File: src/rtl/spi_pkg.sv
// Shared types and constants for the SPI register-access command sequencer.
package spi_pkg;

  // Sequencer states, one chip-select window per request.
  typedef enum logic [2:0] {
    IDLE,
    SETUP,
    SEND,
    WAIT_RX,
    HOLD,
    RESP,
    GAP
  } state_t;

  // Bit 7 of the header byte: 1 marks a register read.
  localparam logic       SPI_RW_READ    = 1'b1;
  // Byte clocked out during the data phase of a read.
  localparam logic [7:0] SPI_DUMMY_BYTE = 8'h00;

  // Number of data bytes carried after the header.
  function automatic int spi_nbytes(input int data_w);
    return data_w / 8;
  endfunction

  // Largest of the three chip-select delays; sizes the shared delay counter.
  function automatic int spi_max3(input int a, input int b, input int c);
    int m;
    m = a;
    if (b > m) m = b;
    if (c > m) m = c;
    return m;
  endfunction

endpackage

File: src/rtl/spi_delay_cnt.sv
// Loadable down-counter with a zero flag; times the setup, hold and idle gaps.
module spi_delay_cnt #(
  parameter int W = 2
) (
  input  logic         clk,
  input  logic         rst_n,
  input  logic         load,
  input  logic [W-1:0] load_val,
  input  logic         dec,
  output logic         zero
);

  logic [W-1:0] cnt;

  // Load takes priority over decrement; the count saturates at zero.
  always_ff @(posedge clk or negedge rst_n) begin
    if (!rst_n) begin
      cnt <= '0;
    end else if (load) begin
      cnt <= load_val;
    end else if (dec && (cnt != '0)) begin
      cnt <= cnt - 1'b1;
    end
  end

  assign zero = (cnt == '0);

endmodule

File: src/rtl/spi_cmd_seq.sv
// Register read/write sequencer: frames each request as one chip-select window
// (header byte plus DATA_W/8 data bytes, MSB first) for the byte-level SPI engine.
//
// Handshakes: a transfer happens on a rising clk edge where valid and ready are
// both high; a valid output, once raised, stays high with stable data until taken.
module spi_cmd_seq
  import spi_pkg::*;
#(
  parameter int ADDR_W   = 7,
  parameter int DATA_W   = 8,
  parameter int CS_SETUP = 2,
  parameter int CS_HOLD  = 2,
  parameter int CS_IDLE  = 2
) (
  input  logic              clk,
  input  logic              rst_n,
  input  logic              req_valid,
  output logic              req_ready,
  input  logic              req_write,
  input  logic [ADDR_W-1:0] req_addr,
  input  logic [DATA_W-1:0] req_wdata,
  output logic              rsp_valid,
  input  logic              rsp_ready,
  output logic [DATA_W-1:0] rsp_rdata,
  output logic              spi_tx_valid,
  input  logic              spi_tx_ready,
  output logic [7:0]        spi_tx_data,
  input  logic              spi_rx_valid,
  input  logic [7:0]        spi_rx_data,
  output logic              spi_cs_n,
  output state_t            dbg_state
);

  localparam int NBYTES = spi_nbytes(DATA_W);
  localparam int IDX_W  = $clog2(NBYTES + 1) + 1;
  localparam int DMAX   = spi_max3(CS_SETUP, CS_HOLD, CS_IDLE);
  localparam int DLY_W  = (DMAX < 2) ? 1 : $clog2(DMAX + 1);

  // The counter is loaded with N-1 so that a gap of N cycles ends on its zero flag.
  localparam logic [DLY_W-1:0] SETUP_LD = DLY_W'((CS_SETUP > 0) ? CS_SETUP - 1 : 0);
  localparam logic [DLY_W-1:0] HOLD_LD  = DLY_W'((CS_HOLD  > 0) ? CS_HOLD  - 1 : 0);
  localparam logic [DLY_W-1:0] IDLE_LD  = DLY_W'((CS_IDLE  > 0) ? CS_IDLE  - 1 : 0);

  state_t             state, state_nxt;
  logic               wr_q;
  logic [ADDR_W-1:0]  addr_q;
  logic [DATA_W-1:0]  wdata_q;
  logic [DATA_W-1:0]  rdata_shift;
  logic [DATA_W-1:0]  shift_nxt;
  logic [DATA_W-1:0]  rsp_rdata_q;
  logic [IDX_W-1:0]   idx;
  logic               cs_n_q;
  logic [7:0]         tx_byte;

  logic               req_fire, tx_fire, rx_fire, rsp_fire, last_byte;
  logic               cnt_load, cnt_dec, cnt_zero, frame_end;
  logic [DLY_W-1:0]   cnt_ld_val;

  assign req_ready    = (state == IDLE) && rst_n;
  assign spi_tx_valid = (state == SEND);
  assign rsp_valid    = (state == RESP);
  assign rsp_rdata    = rsp_rdata_q;
  assign spi_cs_n     = cs_n_q;
  assign spi_tx_data  = tx_byte;
  assign dbg_state    = state;

  assign req_fire  = req_valid && req_ready;
  assign tx_fire   = (state == SEND) && spi_tx_ready;
  assign rx_fire   = (state == WAIT_RX) && spi_rx_valid;
  assign rsp_fire  = (state == RESP) && rsp_ready;
  assign last_byte = (idx == IDX_W'(NBYTES));
  assign shift_nxt = (rdata_shift << 8) | DATA_W'(spi_rx_data);

  spi_delay_cnt #(.W(DLY_W)) u_delay_cnt (
    .clk      (clk),
    .rst_n    (rst_n),
    .load     (cnt_load),
    .load_val (cnt_ld_val),
    .dec      (cnt_dec),
    .zero     (cnt_zero)
  );

  // State register.
  always_ff @(posedge clk or negedge rst_n) begin
    if (!rst_n) begin
      state <= IDLE;
    end else begin
      state <= state_nxt;
    end
  end

  // Next-state logic and delay-counter control; zero-length gaps skip their state.
  always_comb begin
    state_nxt  = state;
    cnt_load   = 1'b0;
    cnt_ld_val = '0;
    cnt_dec    = 1'b0;
    frame_end  = 1'b0;
    case (state)
      IDLE: begin
        if (req_fire) begin
          if (CS_SETUP == 0) begin
            state_nxt = SEND;
          end else begin
            state_nxt  = SETUP;
            cnt_load   = 1'b1;
            cnt_ld_val = SETUP_LD;
          end
        end
      end
      SETUP: begin
        if (cnt_zero) state_nxt = SEND;
        else          cnt_dec   = 1'b1;
      end
      SEND: begin
        if (tx_fire) state_nxt = WAIT_RX;
      end
      WAIT_RX: begin
        if (rx_fire) begin
          if (!last_byte) begin
            state_nxt = SEND;
          end else if (CS_HOLD == 0) begin
            state_nxt = RESP;
            frame_end = 1'b1;
          end else begin
            state_nxt  = HOLD;
            cnt_load   = 1'b1;
            cnt_ld_val = HOLD_LD;
          end
        end
      end
      HOLD: begin
        if (cnt_zero) begin
          state_nxt = RESP;
          frame_end = 1'b1;
        end else begin
          cnt_dec = 1'b1;
        end
      end
      RESP: begin
        if (rsp_fire) begin
          if (CS_IDLE == 0) begin
            state_nxt = IDLE;
          end else begin
            state_nxt  = GAP;
            cnt_load   = 1'b1;
            cnt_ld_val = IDLE_LD;
          end
        end
      end
      GAP: begin
        if (cnt_zero) state_nxt = IDLE;
        else          cnt_dec   = 1'b1;
      end
      default: state_nxt = IDLE;
    endcase
  end

  // Byte offered to the engine: header first, then write data MSB first or dummies.
  always_comb begin
    tx_byte = 8'h00;
    if (state == SEND) begin
      if (idx == '0) begin
        tx_byte = {(wr_q ? ~SPI_RW_READ : SPI_RW_READ), addr_q};
      end else if (!wr_q) begin
        tx_byte = SPI_DUMMY_BYTE;
      end else begin
        for (int k = 0; k < NBYTES; k++) begin
          if (idx == IDX_W'(NBYTES - k)) tx_byte = wdata_q[8*k +: 8];
        end
      end
    end
  end

  // Request latch, byte index, read shift register, chip select and response data.
  always_ff @(posedge clk or negedge rst_n) begin
    if (!rst_n) begin
      wr_q        <= 1'b0;
      addr_q      <= '0;
      wdata_q     <= '0;
      rdata_shift <= '0;
      rsp_rdata_q <= '0;
      idx         <= '0;
      cs_n_q      <= 1'b1;
    end else begin
      if (req_fire) begin
        wr_q        <= req_write;
        addr_q      <= req_addr;
        wdata_q     <= req_wdata;
        rdata_shift <= '0;
        idx         <= '0;
        cs_n_q      <= 1'b0;
      end
      if (rx_fire) begin
        // The byte returned during the header carries no register data.
        if (!wr_q && (idx != '0)) rdata_shift <= shift_nxt;
        if (!last_byte)           idx         <= idx + 1'b1;
      end
      if (frame_end) begin
        cs_n_q <= 1'b1;
        // With no hold gap the final rx byte arrives in this same cycle.
        if (wr_q)                        rsp_rdata_q <= '0;
        else if (rx_fire && idx != '0)   rsp_rdata_q <= shift_nxt;
        else                             rsp_rdata_q <= rdata_shift;
      end
    end
  end

endmodule

File: config.mk
export PLATFORM = sky130hd
export DESIGN_NAME = spi_cmd_seq
export DESIGN_NICKNAME = d
export VERILOG_FILES = /design/src/rtl/spi_pkg.sv /design/src/rtl/spi_delay_cnt.sv /design/src/rtl/spi_cmd_seq.sv
export SDC_FILE = /design/constraint.sdc
export NUM_CORES = 1
export LEC_CHECK = 0
export CAP_MARGIN = 20
export CORE_AREA = 4 4 56 83
export CTS_CLUSTER_DIAMETER = 150
export CTS_CLUSTER_SIZE = 24
export DETAILED_ROUTE_END_ITERATION = 12
export DIE_AREA = 0 0 60 87
export PLACE_DENSITY = 0.81
export SETUP_SLACK_MARGIN = 0.15
export SYNTH_ARGS = -nofsm -noshare
export SYNTH_HDL_FRONTEND = slang
export SYNTH_SLANG_ARGS = --single-unit
File: constraint.sdc
create_clock -name clk -period 3.3 [get_ports clk]
set_input_delay 0.495 -clock clk [delete_from_list [all_inputs] [get_ports clk]]
set_output_delay 0.495 -clock clk [all_outputs]
set_load 0.005 [all_outputs]
==> impl_metrics.toml, run 1 <==
[timing]
maxSlewViolCount = 0
whs_ns = 0.284
finClkSkew_ns = 0.00780
rsz0062_at_grt = "no"
tightest_slew_ns = 0.778
setup_viol = 0
post-route-min-period_ns = 2.72
fin_crit_sh_pct = 82.5
fin_ws_ns = 0.579
relSlewSlack_pct = 48.0
fin_tns_setup_ns = 0
hold_viol = 0
fmax_mhz = 367

[synth]
yosysSeqAreaShare_pct = 51.8
ys_seq_elements = 40
ys_async_sr_fraction_pct = 100
syn_area_sq_um = 1930
synth_area_per_cell_sq_um = 10.1
yosysWarnings = 0
syn_nets = 223
yosysUniqueCellTypes = 38
ys.flop_type = "dfrtp_1"
synth-edff-count = 0
syn_inst = 192

[floorplan]
die-area_sq_um = 5220
dieHeight_um = 87
initial_core_util_pct = 49.3
core-area_sq_um = 3920
ios = 53
die_w_um = 60
rows = 28

[worst_setup_path]
critPathArrivalTime_ns = 2.23
start_kind = "flop"
critPathMaxFanout = 14
required_ns = 2.80
path_class = "flop to output port"
end_kind = "output port"

[clock_tree]
cts.path.max_buffers = 2
hold_buffers = 0
htreeDepth = 2
cts_resized = 0
worstSkewPairLatency_ns = 0.29
cts_tree = "built"
cts_made_buffers = 5
clkTransAtPathRegs_ns = 0.08
cts_setup_buffers = 0
cts.sinks = 40
cts_root_buf = "clkbuf_8"

[route]
drt-initial-drc-count = 49
via_per_inst = 5.34
first_pass_iters = 4
antenna_left = 0
totalWireLength_mm = 4.11
wl_per_cell_um = 14.3
vias = 1539
drc_errors = 0

[cells_and_area]
finalNetCount = 273
final_util_pct = 65.3
diodes = 0
drive_gt1_share_pct = 16.9
ff_latch_area_sq_um = 1000
multi_input_area_sq_um = 842
layout_common_cells = "51 x clkdlybuf4s50_1, 39 x dfrtp_1, 30 x nand2_1"
final_common_cell = "clkdlybuf4s50_1"
area_delta_synth_final_pct = 32.5
fillers = 318

[run_status]
outcome = "finished clean"

[grt]
antenna_found_initial = 0
grt_first_pass_wirelength_mm = 7.08
grt_usage_pct = 17.9
grt-ovfl-total = 0
grt_max_degree = 43
grt_pass1_vias = 1575

[power_and_ir_drop]
clockPowerShare_pct = 17.6
combPwrFrac_pct = 40.7
power_density_nw_per_um2 = 870
p_int_mw = 1.48
p_sw_share_pct = 33.4
pwr-share-seq_pct = 41.7
ir_drop_uv = 500
static-leakage-power_nw = 1.09
p_sw_mw = 0.745

[placed_design]
gp_congestion = 0.782
dp_hpwl_mm = 2.96
pre_cts_slack_ns = 0.901
io_buffers = 52

[hold_path]
hold_path.class = "primary input to asynchronous set/reset pin"

[flow_run]
maxCapViolations = 0
## cell usage after synthesis, drive strengths merged, types with 2 or more instances
library cell	number	area share, %
or3	2	0.71
nand2	30	5.8
and3b	2	0.91
mux2	17	9.9
o21ai	20	6.7
dfrtp	39	50
buf	8	3.0
nor2b	6	1.9
nor2	22	4.3
inv	4	0.78
clkbuf	4	0.78
o31ai	2	0.78
nor3	3	0.78
nand2b	2	0.65
a21oi	11	2.8
mux2i	2	1.0
## worst max-delay path, cell delays in order, from the launching register on
cell,delay [ns]
dfrtp_1,0.51
nand2b_1,0.25
or3_1,0.48
nor2_1,0.17
clkdlybuf4s50_1,0.53
## state kept, by name, indices dropped and copies added, names as in the netlist
name and flops:
rsp_rdata 8, idx 2, dbg_state 3, rdata_shift 8, u_delay_cnt.cnt 2, addr_q 7
wdata_q 8, spi_cs_n 1, wr_q 1
## power by group through the flow
stage / clock network (mW) / logic [mW] / registers (mW)
detailed placement: 0 / 0.916 / 0.937
floorplan: 0 / 0.627 / 0.856
global route: 0.421 / 1.03 / 0.966
finish: 0.392 / 0.906 / 0.930
global placement: 0 / 0.886 / 0.923
CTS: 0.400 / 0.922 / 0.929
## area by class of cell
type	count	share of cell area, %
Tap cell	45	2.20
Sequential cell	40	39.1
Timing Repair Buffer	55	21.0
Multi-Input combinational cell	136	32.9
Clock buffer	6	2.83
Clock inverter	2	1.37
Inverter	4	0.586
## path summary, 6_finish.rpt
kind | startpoint | end | slack [ns] | cells past startpoint
max | dbg_state[2] | spi_tx_data[0] | 0.58 | 4
min reg2reg | spi_cs_n | spi_cs_n | 0.46 | 2
max reg2reg | u_delay_cnt.cnt[1] | rsp_rdata[6] | 0.96 | 6
max in group asynchronous | rst_n | spi_cs_n | 2.64 | 2
min in group clk | spi_cs_n | spi_cs_n | 0.46 | 2
min | rst_n | addr_q[2] | 0.28 | 2
## stage by stage
step	instances	instance area, sq um	power, mW
3_5_place_dp	280	2450	1.85
4_1_cts	288	2560	2.25
5_1_grt	288	2560	2.42
2_1_floorplan	192	1930	1.48
3_3_place_gp	280	2450	1.81
6_report	288	2560	2.23
## layer usage
layer	part of all wire (%)	global-route usage [%]	vias to the layer above
li1	-	-	749
met1	38	19.6	742
met2	54	30.8	40
met3	5.3	5.49	8
met4	2.2	8.06	0
met5	0	0	-
## cells by family (layout without fill, tap and decap cells)
| family | Yosys count | in the layout | synth area share, % |
|---|---|---|---|
| buffers and inverters | 16 | 67 | 4.59 |
| multiplexers | 19 | 19 | 10.9 |
| flip-flops | 40 | 40 | 51.8 |
| AO/OA/AOI/OAI | 39 | 39 | 13.1 |
| AND/OR/NAND/NOR | 77 | 77 | 18.9 |
| adder cells (fa/ha/maj) | 1 | 1 | 0.647 |
No activity file was read; power rests on OpenSTA's default activity.
==> inputs of run 2 (changes only) <==
--- a/config.mk
+++ b/config.mk
@@ -6,12 +6,12 @@
 export NUM_CORES = 1
 export LEC_CHECK = 0
 export CAP_MARGIN = 20
-export CORE_AREA = 4 4 56 83
+export CORE_AREA = 4 4 57 85
 export CTS_CLUSTER_DIAMETER = 150
 export CTS_CLUSTER_SIZE = 24
 export DETAILED_ROUTE_END_ITERATION = 12
-export DIE_AREA = 0 0 60 87
-export PLACE_DENSITY = 0.81
+export DIE_AREA = 0 0 61 89
+export PLACE_DENSITY = 0.78
 export SETUP_SLACK_MARGIN = 0.15
 export SYNTH_ARGS = -nofsm -noshare
 export SYNTH_HDL_FRONTEND = slang
==> constraint.sdc (replaced) <==
create_clock -name clk -period 2.7 [get_ports clk]
set_input_delay 0.405 -clock clk [delete_from_list [all_inputs] [get_ports clk]]
set_output_delay 0.405 -clock clk [all_outputs]
set_load 0.005 [all_outputs]
==> impl_metrics.toml, run 2 (synthesis results as in run 1) <==
[run_status]
outcome = "finished clean"

[worst_setup_path]
critPathArrivalTime_ns = 1.94
r2r_slack_ns = 0.57
critPathLaunch = "dbg_state[2]"
critPathMaxFanout = 8
reg2reg_to = "rsp_rdata[6]"
crit_end = "spi_tx_data[2]"
reg2reg_depth = 6
start_kind = "flop"
r2r_start = "u_delay_cnt.cnt[1]"
path_class = "flop to output port"
required_ns = 2.30
end_kind = "output port"

[route]
wl_per_cell_um = 14.7
drt-initial-drc-count = 19
first_pass_iters = 4
vias = 1538
via_per_inst = 5.23
totalWireLength_mm = 4.34
drc_errors = 0
antenna_left = 0

[power_and_ir_drop]
power_mw = 2.73
clockPowerShare_pct = 15.4
p_int_mw = 1.79
static-leakage-power_nw = 1.11
combPwrFrac_pct = 46.0
ir_drop_uv = 671
power_density_nw_per_um2 = 1050
pwr-share-seq_pct = 38.6
p_sw_share_pct = 34.4
p_sw_mw = 0.941

[cells_and_area]
final_common_cell = "clkdlybuf4s50_1"
finalNetCount = 278
stdcell_count = 294
fillers = 369
area_delta_synth_final_pct = 34.2
fin_area_sq_um = 2590
final_util_pct = 62.7
drive_gt1_share_pct = 19.4
diodes = 0
layout_common_cells = "51 x clkdlybuf4s50_1, 39 x dfrtp_1, 30 x nand2_1"

[placed_design]
dp_hpwl_mm = 3.09
place_area_sq_um = 2490
io_buffers = 52
pre_cts_slack_ns = 0.577
gp_congestion = 0.764
dpl.cell_count = 286

[grt]
grt_usage_pct = 17.5
grt_pass1_vias = 1651
grt-ovfl-total = 0
grt_max_degree = 43
antenna_found_initial = 0
grt_first_pass_wirelength_mm = 7.25

[timing]
relSlewSlack_pct = 48.7
tightest_slew_ns = 0.769
fin_tns_setup_ns = 0
maxSlewViolCount = 0
fmax_mhz = 427
rsz0062_at_grt = "no"
fin_ws_ns = 0.359
setup_viol = 0
finClkSkew_ns = 0.00792
whs_ns = 0.192
hold_viol = 0
fin_crit_sh_pct = 86.7
post-route-min-period_ns = 2.34

[clock_tree]
clkTransAtPathRegs_ns = 0.08
cts.path.max_buffers = 2
cts_setup_buffers = 0
cts_root_buf = "clkbuf_8"
cts.sinks = 40
cts_made_buffers = 5
htreeDepth = 2
cts_tree = "built"
worstSkewPairLatency_ns = 0.29

[hold_path]
hold_path.class = "primary input to asynchronous set/reset pin"

[floorplan]
dieHeight_um = 89
rows = 29
die-area_sq_um = 5430
initial_core_util_pct = 46.7
core-area_sq_um = 4140
die_w_um = 61
ios = 53

[flow_run]
maxCapViolations = 0
-- run 2: final cells by class --
cell class	count	area, sq um	area share (%)
inverter	4	15.0	0.579
clock inverter	2	15.0	0.579
multi-input combinational	136	847	32.6
tap	46	57.6	2.22
clock buffer	6	82.6	3.18
sequential	40	1000	38.6
timing repair buffer	60	576	22.2
-- run 2: worst min-delay path by stage --
stage               slack (ns)  cells after the start                  to
floorplan                 0.11                      0           addr_q[0]
finish                    0.19                      2  u_delay_cnt.cnt[0]
global route              0.24                      2  u_delay_cnt.cnt[0]
CTS                       0.21                      2          wdata_q[3]
global placement          0.45                      2            spi_cs_n
detailed placement        0.46                      2            spi_cs_n
-- run 2: power groups by stage --
stage	sequential [mW]	clock [mW]	combinational, mW
after floorplan	1.05	0	0.766
after global placement	1.05	0	1.22
after detailed placement	1.07	0	1.25
after CTS	1.06	0.431	1.26
after global routing	1.09	0.459	1.40
final	1.05	0.420	1.26
-- run 2: timing repair --
action | 4_1_cts | 5_1_grt
setup endpoints to repair | 0 | 1
hold buffers | 0 | 0
gates resized for setup | 0 | 1
-- run 2: layer usage --
metal / track usage, % / share of wire (%)
met5: 0 / 0
met4: 5.92 / 1.2
met3: 3.47 / 4.3
met2: 30.8 / 55
met1: 20.9 / 39
-- run 2: critical path, cell delays in order, from the launching register on --
cell and delay, ns:
dfrtp_1 0.38, nand2b_1 0.19, or3_4 0.41, nor2_1 0.16, clkdlybuf4s50_1 0.52
==> inputs of run 3 (changes only) <==
--- a/config.mk
+++ b/config.mk
@@ -13,6 +13,7 @@
 export DIE_AREA = 0 0 61 89
 export PLACE_DENSITY = 0.78
 export SETUP_SLACK_MARGIN = 0.15
+export SKIP_LAST_GASP = 1
 export SYNTH_ARGS = -nofsm -noshare
 export SYNTH_HDL_FRONTEND = slang
 export SYNTH_SLANG_ARGS = --single-unit
==> results of run 3 <==
Final layout, timing and power as in run 2 (identical DEF).
